[config.mk]
export PLATFORM = sky130hd
export DESIGN_NAME = dpd_feature_extract
export DESIGN_NICKNAME = d
export VERILOG_FILES = /design/src/rtl/dpd_feature_extract_pkg.sv /design/src/rtl/dpd_isqrt_serial.sv /design/src/rtl/dpd_feature_extract.sv
export SDC_FILE = /design/constraint.sdc
export NUM_CORES = 2
export LEC_CHECK = 0
export CAP_MARGIN = 5
export CORE_MARGIN = 3
export CORE_UTILIZATION = 60
export CTS_CLUSTER_SIZE = 16
export DETAILED_ROUTE_END_ITERATION = 6
export DONT_BUFFER_PORTS = 1
export PLACE_DENSITY_LB_ADDON = 0.1
export SYNTH_ARGS = -nofsm -noshare
export SYNTH_HDL_FRONTEND = slang
export SYNTH_HIERARCHICAL = 1
export SYNTH_SLANG_ARGS = --single-unit
[constraint.sdc]
create_clock -name clk -period 9.6 [get_ports clk]
set_input_delay 1.44 -clock clk [delete_from_list [all_inputs] [get_ports clk]]
set_output_delay 1.44 -clock clk [all_outputs]
set_load 0.1 [all_outputs]
[src/rtl/dpd_feature_extract_pkg.sv]
// Shared constants and types for the DPD feature-extraction front end.
// Widths, feature ordering and FSM states used by the top and its square-root unit.
package dpd_feature_extract_pkg;

  localparam int DATA_W       = 14;
  localparam int FRAC         = 13;
  localparam int TAPS         = 3;
  localparam int FEAT_PER_TAP = 4;
  localparam int N_FEAT       = TAPS * FEAT_PER_TAP;
  localparam int M2_W         = 2 * DATA_W;

  localparam int FEAT_I    = 0;
  localparam int FEAT_Q    = 1;
  localparam int FEAT_ABS  = 2;
  localparam int FEAT_ABS3 = 3;

  localparam logic [DATA_W-1:0] SAT_MAX = 14'd8191;

  typedef enum logic [2:0] {
    ST_IDLE,
    ST_MAG2,
    ST_SQRT,
    ST_CUBE,
    ST_HOLD
  } state_e;

endpackage

[src/rtl/dpd_isqrt_serial.sv]
// Bit-serial non-restoring floor square root: RAD_W = 2*ROOT_W radicand in,
// one root bit per cycle MSB first; done pulses during the last iteration cycle.
module dpd_isqrt_serial #(
  parameter int ROOT_W = 14
) (
  input  logic                  clk,
  input  logic                  rst,
  input  logic                  start,
  input  logic [2*ROOT_W-1:0]   radicand,
  output logic                  done,
  output logic [ROOT_W-1:0]     root
);

  localparam int RAD_W = 2 * ROOT_W;
  localparam int REM_W = ROOT_W + 3;
  localparam int CNT_W = $clog2(ROOT_W);

  logic                    busy_q, busy_d;
  logic [CNT_W-1:0]        cnt_q, cnt_d;
  logic [RAD_W-1:0]        rad_q, rad_d;
  logic signed [REM_W-1:0] rem_q, rem_d;
  logic [ROOT_W-1:0]       root_q, root_d;

  logic signed [REM_W-1:0] rem_shift;
  logic signed [REM_W-1:0] rem_new;

  always_ff @(posedge clk or posedge rst) begin
    if (rst) begin
      busy_q <= 1'b0;
      cnt_q  <= '0;
      rad_q  <= '0;
      rem_q  <= '0;
      root_q <= '0;
    end else begin
      busy_q <= busy_d;
      cnt_q  <= cnt_d;
      rad_q  <= rad_d;
      rem_q  <= rem_d;
      root_q <= root_d;
    end
  end

  // The partial remainder may go negative; its sign selects subtract or add
  // on the next step and directly gives the root bit, so no restore is needed.
  always_comb begin
    rem_shift = (rem_q <<< 2) | REM_W'(rad_q[RAD_W-1 -: 2]);
    if (!rem_q[REM_W-1])
      rem_new = rem_shift - REM_W'({root_q, 2'b01});
    else
      rem_new = rem_shift + REM_W'({root_q, 2'b11});
  end

  always_comb begin
    busy_d = busy_q;
    cnt_d  = cnt_q;
    rad_d  = rad_q;
    rem_d  = rem_q;
    root_d = root_q;
    if (start) begin
      busy_d = 1'b1;
      cnt_d  = CNT_W'(ROOT_W - 1);
      rad_d  = radicand;
      rem_d  = '0;
      root_d = '0;
    end else if (busy_q) begin
      rem_d  = rem_new;
      root_d = {root_q[ROOT_W-2:0], ~rem_new[REM_W-1]};
      rad_d  = rad_q << 2;
      cnt_d  = cnt_q - 1'b1;
      if (cnt_q == '0)
        busy_d = 1'b0;
    end
  end

  assign done = busy_q && (cnt_q == '0);
  assign root = root_q;

endmodule

[src/rtl/dpd_feature_extract.sv]
// Streaming |x| / |x|^3 feature extractor: accepts one complex Q1.13 sample,
// keeps a 3-tap history and presents a 12-element Q.13 feature vector.
module dpd_feature_extract
  import dpd_feature_extract_pkg::*;
#(
  parameter int DATA_W       = dpd_feature_extract_pkg::DATA_W,
  parameter int TAPS         = dpd_feature_extract_pkg::TAPS,
  parameter int FEAT_PER_TAP = dpd_feature_extract_pkg::FEAT_PER_TAP,
  parameter int FRAC         = dpd_feature_extract_pkg::FRAC
) (
  input  logic                                  clk,
  input  logic                                  rst,
  input  logic                                  in_valid,
  output logic                                  in_ready,
  input  logic signed [DATA_W-1:0]              in_i,
  input  logic signed [DATA_W-1:0]              in_q,
  input  logic                                  hist_clear,
  output logic                                  out_valid,
  input  logic                                  out_ready,
  output logic [TAPS*FEAT_PER_TAP*DATA_W-1:0]   out_feat
);

  localparam int NF     = TAPS * FEAT_PER_TAP;
  localparam int SQ_W   = 2 * DATA_W;
  localparam int PROD_W = 2 * DATA_W + 1;
  localparam logic [DATA_W-1:0] SAT = DATA_W'((1 << (DATA_W - 1)) - 1);

  state_e state_q, state_d;

  logic signed [DATA_W-1:0] i_q, i_d;
  logic signed [DATA_W-1:0] q_q, q_d;
  logic [SQ_W-1:0]          m2_q, m2_d;
  logic [DATA_W-1:0]        tap_q [TAPS][FEAT_PER_TAP];
  logic [DATA_W-1:0]        tap_d [TAPS][FEAT_PER_TAP];
  logic [NF*DATA_W-1:0]     out_feat_q, out_feat_d;
  logic [NF*DATA_W-1:0]     tap_pack;

  logic                     sqrt_start;
  logic                     sqrt_done;
  logic [DATA_W-1:0]        sqrt_root;

  logic signed [SQ_W-1:0]   i_ext, q_ext, sq_i, sq_q;
  logic [SQ_W-1:0]          m2_calc;
  logic [DATA_W:0]          m2q;
  logic [PROD_W-1:0]        prod;
  logic [DATA_W+1:0]        cube_raw;
  logic [DATA_W-1:0]        mag_sat, cube_sat;

  // -8192^2 + -8192^2 = 2^27 wraps the signed sum but is exact as unsigned.
  assign i_ext   = SQ_W'(i_q);
  assign q_ext   = SQ_W'(q_q);
  assign sq_i    = i_ext * i_ext;
  assign sq_q    = q_ext * q_ext;
  assign m2_calc = $unsigned(sq_i) + $unsigned(sq_q);

  assign m2q      = (DATA_W + 1)'(m2_q >> FRAC);
  assign prod     = PROD_W'(sqrt_root) * PROD_W'(m2q);
  assign cube_raw = (DATA_W + 2)'(prod >> FRAC);
  assign mag_sat  = (sqrt_root > SAT) ? SAT : sqrt_root;
  assign cube_sat = (cube_raw > (DATA_W + 2)'(SAT)) ? SAT : cube_raw[DATA_W-1:0];

  dpd_isqrt_serial #(
    .ROOT_W (DATA_W)
  ) u_isqrt (
    .clk      (clk),
    .rst      (rst),
    .start    (sqrt_start),
    .radicand (m2_calc),
    .done     (sqrt_done),
    .root     (sqrt_root)
  );

  always_ff @(posedge clk or posedge rst) begin
    if (rst)
      state_q <= ST_IDLE;
    else
      state_q <= state_d;
  end

  always_comb begin
    state_d = state_q;
    case (state_q)
      ST_IDLE: if (in_valid)  state_d = ST_MAG2;
      ST_MAG2:                state_d = ST_SQRT;
      ST_SQRT: if (sqrt_done) state_d = ST_CUBE;
      ST_CUBE:                state_d = ST_HOLD;
      ST_HOLD: if (out_ready) state_d = ST_IDLE;
      default:                state_d = ST_IDLE;
    endcase
  end

  always_comb begin
    in_ready   = (state_q == ST_IDLE);
    out_valid  = (state_q == ST_HOLD);
    sqrt_start = (state_q == ST_MAG2);
  end

  always_ff @(posedge clk or posedge rst) begin
    if (rst) begin
      i_q        <= '0;
      q_q        <= '0;
      m2_q       <= '0;
      out_feat_q <= '0;
      for (int t = 0; t < TAPS; t++)
        for (int f = 0; f < FEAT_PER_TAP; f++)
          tap_q[t][f] <= '0;
    end else begin
      i_q        <= i_d;
      q_q        <= q_d;
      m2_q       <= m2_d;
      out_feat_q <= out_feat_d;
      tap_q      <= tap_d;
    end
  end

  // A clear in IDLE is applied before a same-cycle sample is latched.
  always_comb begin
    i_d   = i_q;
    q_d   = q_q;
    m2_d  = m2_q;
    tap_d = tap_q;
    case (state_q)
      ST_IDLE: begin
        if (hist_clear)
          for (int t = 0; t < TAPS; t++)
            for (int f = 0; f < FEAT_PER_TAP; f++)
              tap_d[t][f] = '0;
        if (in_valid) begin
          i_d = in_i;
          q_d = in_q;
        end
      end
      ST_MAG2: m2_d = m2_calc;
      ST_CUBE: begin
        for (int t = TAPS - 1; t > 0; t--)
          tap_d[t] = tap_q[t-1];
        tap_d[0][FEAT_I]    = i_q;
        tap_d[0][FEAT_Q]    = q_q;
        tap_d[0][FEAT_ABS]  = mag_sat;
        tap_d[0][FEAT_ABS3] = cube_sat;
      end
      default: ;
    endcase
  end

  genvar gi;
  generate
    for (gi = 0; gi < NF; gi++) begin : g_pack
      assign tap_pack[gi*DATA_W +: DATA_W] = tap_d[gi / FEAT_PER_TAP][gi % FEAT_PER_TAP];
    end
  endgenerate

  always_comb begin
    out_feat_d = out_feat_q;
    if (state_q == ST_CUBE)
      out_feat_d = tap_pack;
  end

  assign out_feat = out_feat_q;

endmodule

==> impl_metrics.ini <==
[synthesis]
synth_nets = 4507
yosysWarnings = 6
yosys.cell_types.count = 77
synth_area_um2 = 35800
synth_edf_count = 0
ys_async_sr_fraction_pct = 100
syn_avg_cell_area_um2 = 9.72
ys_ff_latch = 389
syn_inst = 3686
ys.flop_type = dfrtp_1
synth.yosys.seq_area_share_pct = 27.2

[die]
io_pins = 203
start_util_pct = 61.4
dieArea_um2 = 62700
die_h_um = 250
die_w_um = 250
rows = 88
coreArea_um2 = 58400

[global_route]
grt_max_degree = 170
grt_pass1_vias = 26300
grt_first_pass_wirelength_um = 143000
track_usage_pct = 28.9
overflow = 0
grt_antenna_before_repair = 4

[clock_network]
cts_buffers = 43
ctsLongestPathBuffers = 3
path_clk_slew_ps = 60
cts_tree = done
postCtsSetupBuffers = 0
cts-root-buf = clkbuf_16
htree_levels = 2
cts-resized-gates = 0
clkLatencyLatePin_ps = 590
clock-sinks = 389
ctsHoldBuffers = 0

[worst_hold_path]
min-delay-start = tap_q[90]$_DFF_PP0_
min_path_cells = 2
hold_end = out_feat[132]$_DFFE_PP0P_
hold_class = flip-flop to flip-flop

[cells_and_area]
fin_nets = 4415
drive_gt1_share_pct = 4.16
final_cell_mix = nand2_1 (846), inv_1 (613), fa_1 (554)
final_common_cell = nand2_1
syn2layout_area_growth_pct = 5.76

[routing]
drc = 0
vias = 24400
dr.pass1.iters = 5
ant_nets = 0
routedWlPerCell_um = 20.0
via_per_inst = 5.56
wl_um = 87700
drtIter0Drc = 1598

[timing]
worst_pin_slew_ps = 1130
finClkSkew_ps = 43.6
period_share_pct = 84.0
fin_tns_setup_ps = 0
period_minus_slack_ps = 8060
fmax_ghz = 0.124
rsz0062_at_grt = false
slew_violations = 0
relSlewSlack_pct = 24.5
hold_violations = 0
setup_violations = 0

[worst_setup_path]
cp-start-kind = flip-flop
critPathMaxFanout = 19
r2r_slack_ps = 1540
r2r_cells = 23
critPathKind = flip-flop to flip-flop
cp.arrival_ps = 8490
required_ps = 10020
endpoint_kind = flip-flop
r2r_end = u_isqrt/rad_q[22]$_DFFE_PP0P_
r2r_start = q_q[0]$_DFFE_PP0P_

[placed_design]
globalplace.congestion = 0.934
dp_hpwl_um = 67600
io_buffers = 0

[run]
cap_violations = 0

[status]
status = finished clean
-- how the worst max path moves through the flow --
stage / start / to / slack (ps) / depth (start not counted)
global placement: q_q[0]$_DFFE_PP0P_ / u_isqrt/rad_q[22]$_DFFE_PP0P_ / 1640 / 23
detailed placement: q_q[0]$_DFFE_PP0P_ / u_isqrt/rad_q[22]$_DFFE_PP0P_ / 1480 / 23
global route: q_q[0]$_DFFE_PP0P_ / u_isqrt/rad_q[22]$_DFFE_PP0P_ / 1040 / 23
finish: q_q[0]$_DFFE_PP0P_ / u_isqrt/rad_q[22]$_DFFE_PP0P_ / 1540 / 23
CTS: q_q[0]$_DFFE_PP0P_ / u_isqrt/rad_q[22]$_DFFE_PP0P_ / 1450 / 23
floorplan: q_q[13]$_DFFE_PP0P_ / m2_q[27]$_DFFE_PP0P_ / 2320 / 22
-- routing by layer --
metal | up-vias | GRT usage [%] | wire, um
met3 | 161 | 6.04 | 6540
met5 | - | 0 | 13
met1 | 12400 | 39.3 | 36800
met4 | 2 | 11.0 | 3780
li1 | 11000 | - | -
met2 | 773 | 46.2 | 40600
-- layout make-up --
cell class,count,area [um2]
sequential,389,9740
clock buffer,58,1240
multi-input combinational,2523,23200
timing repair buffer,19,193
inverter,618,2320
fill,4758,20500
clock inverter,20,243
antenna,4,10.0
tap,765,957
-- flip-flops by register name, summed over array words and instances, names as in the netlist, 14 cells and up --
register / cells
out_feat: 168
tap_q: 112
u_isqrt/rad_q: 28
u_isqrt/rem_q: 16
m2_q: 15
i_q: 14
q_q: 14
u_isqrt/root: 14
-- critical path, stage by stage (launching register included) --
cell and delay, ps:
dfrtp_1 780, nand2_1 380, inv_1 540, fa_1 510, inv_1 100, fa_1 420
fa_1 500, fa_1 570, fa_1 430, fa_1 510, fa_1 440, fa_1 500
inv_1 40, ha_1 330, a21oi_1 190, o221ai_1 160, a31o_2 270, a221oi_2 420
o211ai_1 180, and2_1 200, nor3_1 210, nor2_1 80, nand2_1 70, o21ai_0 80
-- synth_stat cells, types with 15 or more instances --
master / number / share of area, %
clkbuf_1: 137 / 1.4
xor2_1: 22 / 0.54
o21ai_0: 83 / 1.2
ha_1: 234 / 8.2
a21oi_1: 56 / 0.78
nor2_1: 115 / 1.2
mux2i_1: 50 / 1.4
inv_1: 616 / 6.5
nor2b_1: 20 / 0.35
xnor2_1: 67 / 1.6
and2_1: 192 / 3.4
nand2b_1: 15 / 0.26
fa_1: 554 / 31
nand2_1: 846 / 8.9
mux2_2: 26 / 0.82
dfrtp_1: 389 / 27
a21o_1: 50 / 1.0
-- metrics by stage --
| step | instances | hold slack (ps) | utilization, % | cell area [um2] | setup WS (ps) |
|---|---|---|---|---|---|
| floorplan | 3686 | 439 | - | 35800 | 2320 |
| global placement | 4314 | 449 | 62.3 | 36400 | 1640 |
| detailed placement | 4314 | 449 | 62.3 | 36400 | 1480 |
| CTS | 4392 | 464 | 64.9 | 37900 | 1450 |
| global route | 4394 | 482 | 64.9 | 37900 | 1040 |
| finish | 4396 | 467 | 64.9 | 37900 | 1540 |
-- cell families after synthesis --
group	synth area share, %
DFF	27.2
xor gates and xnor gates	2.24
adders and majority gates	39.1
and+or+nand+nor	15.5
buffers and inverters	8.19
muxes	2.21
AOI/OAI and AO/OA	5.53
Power is not shown: default switching activity piles up to over one toggle a cycle in this logic, so the estimate is an artifact.
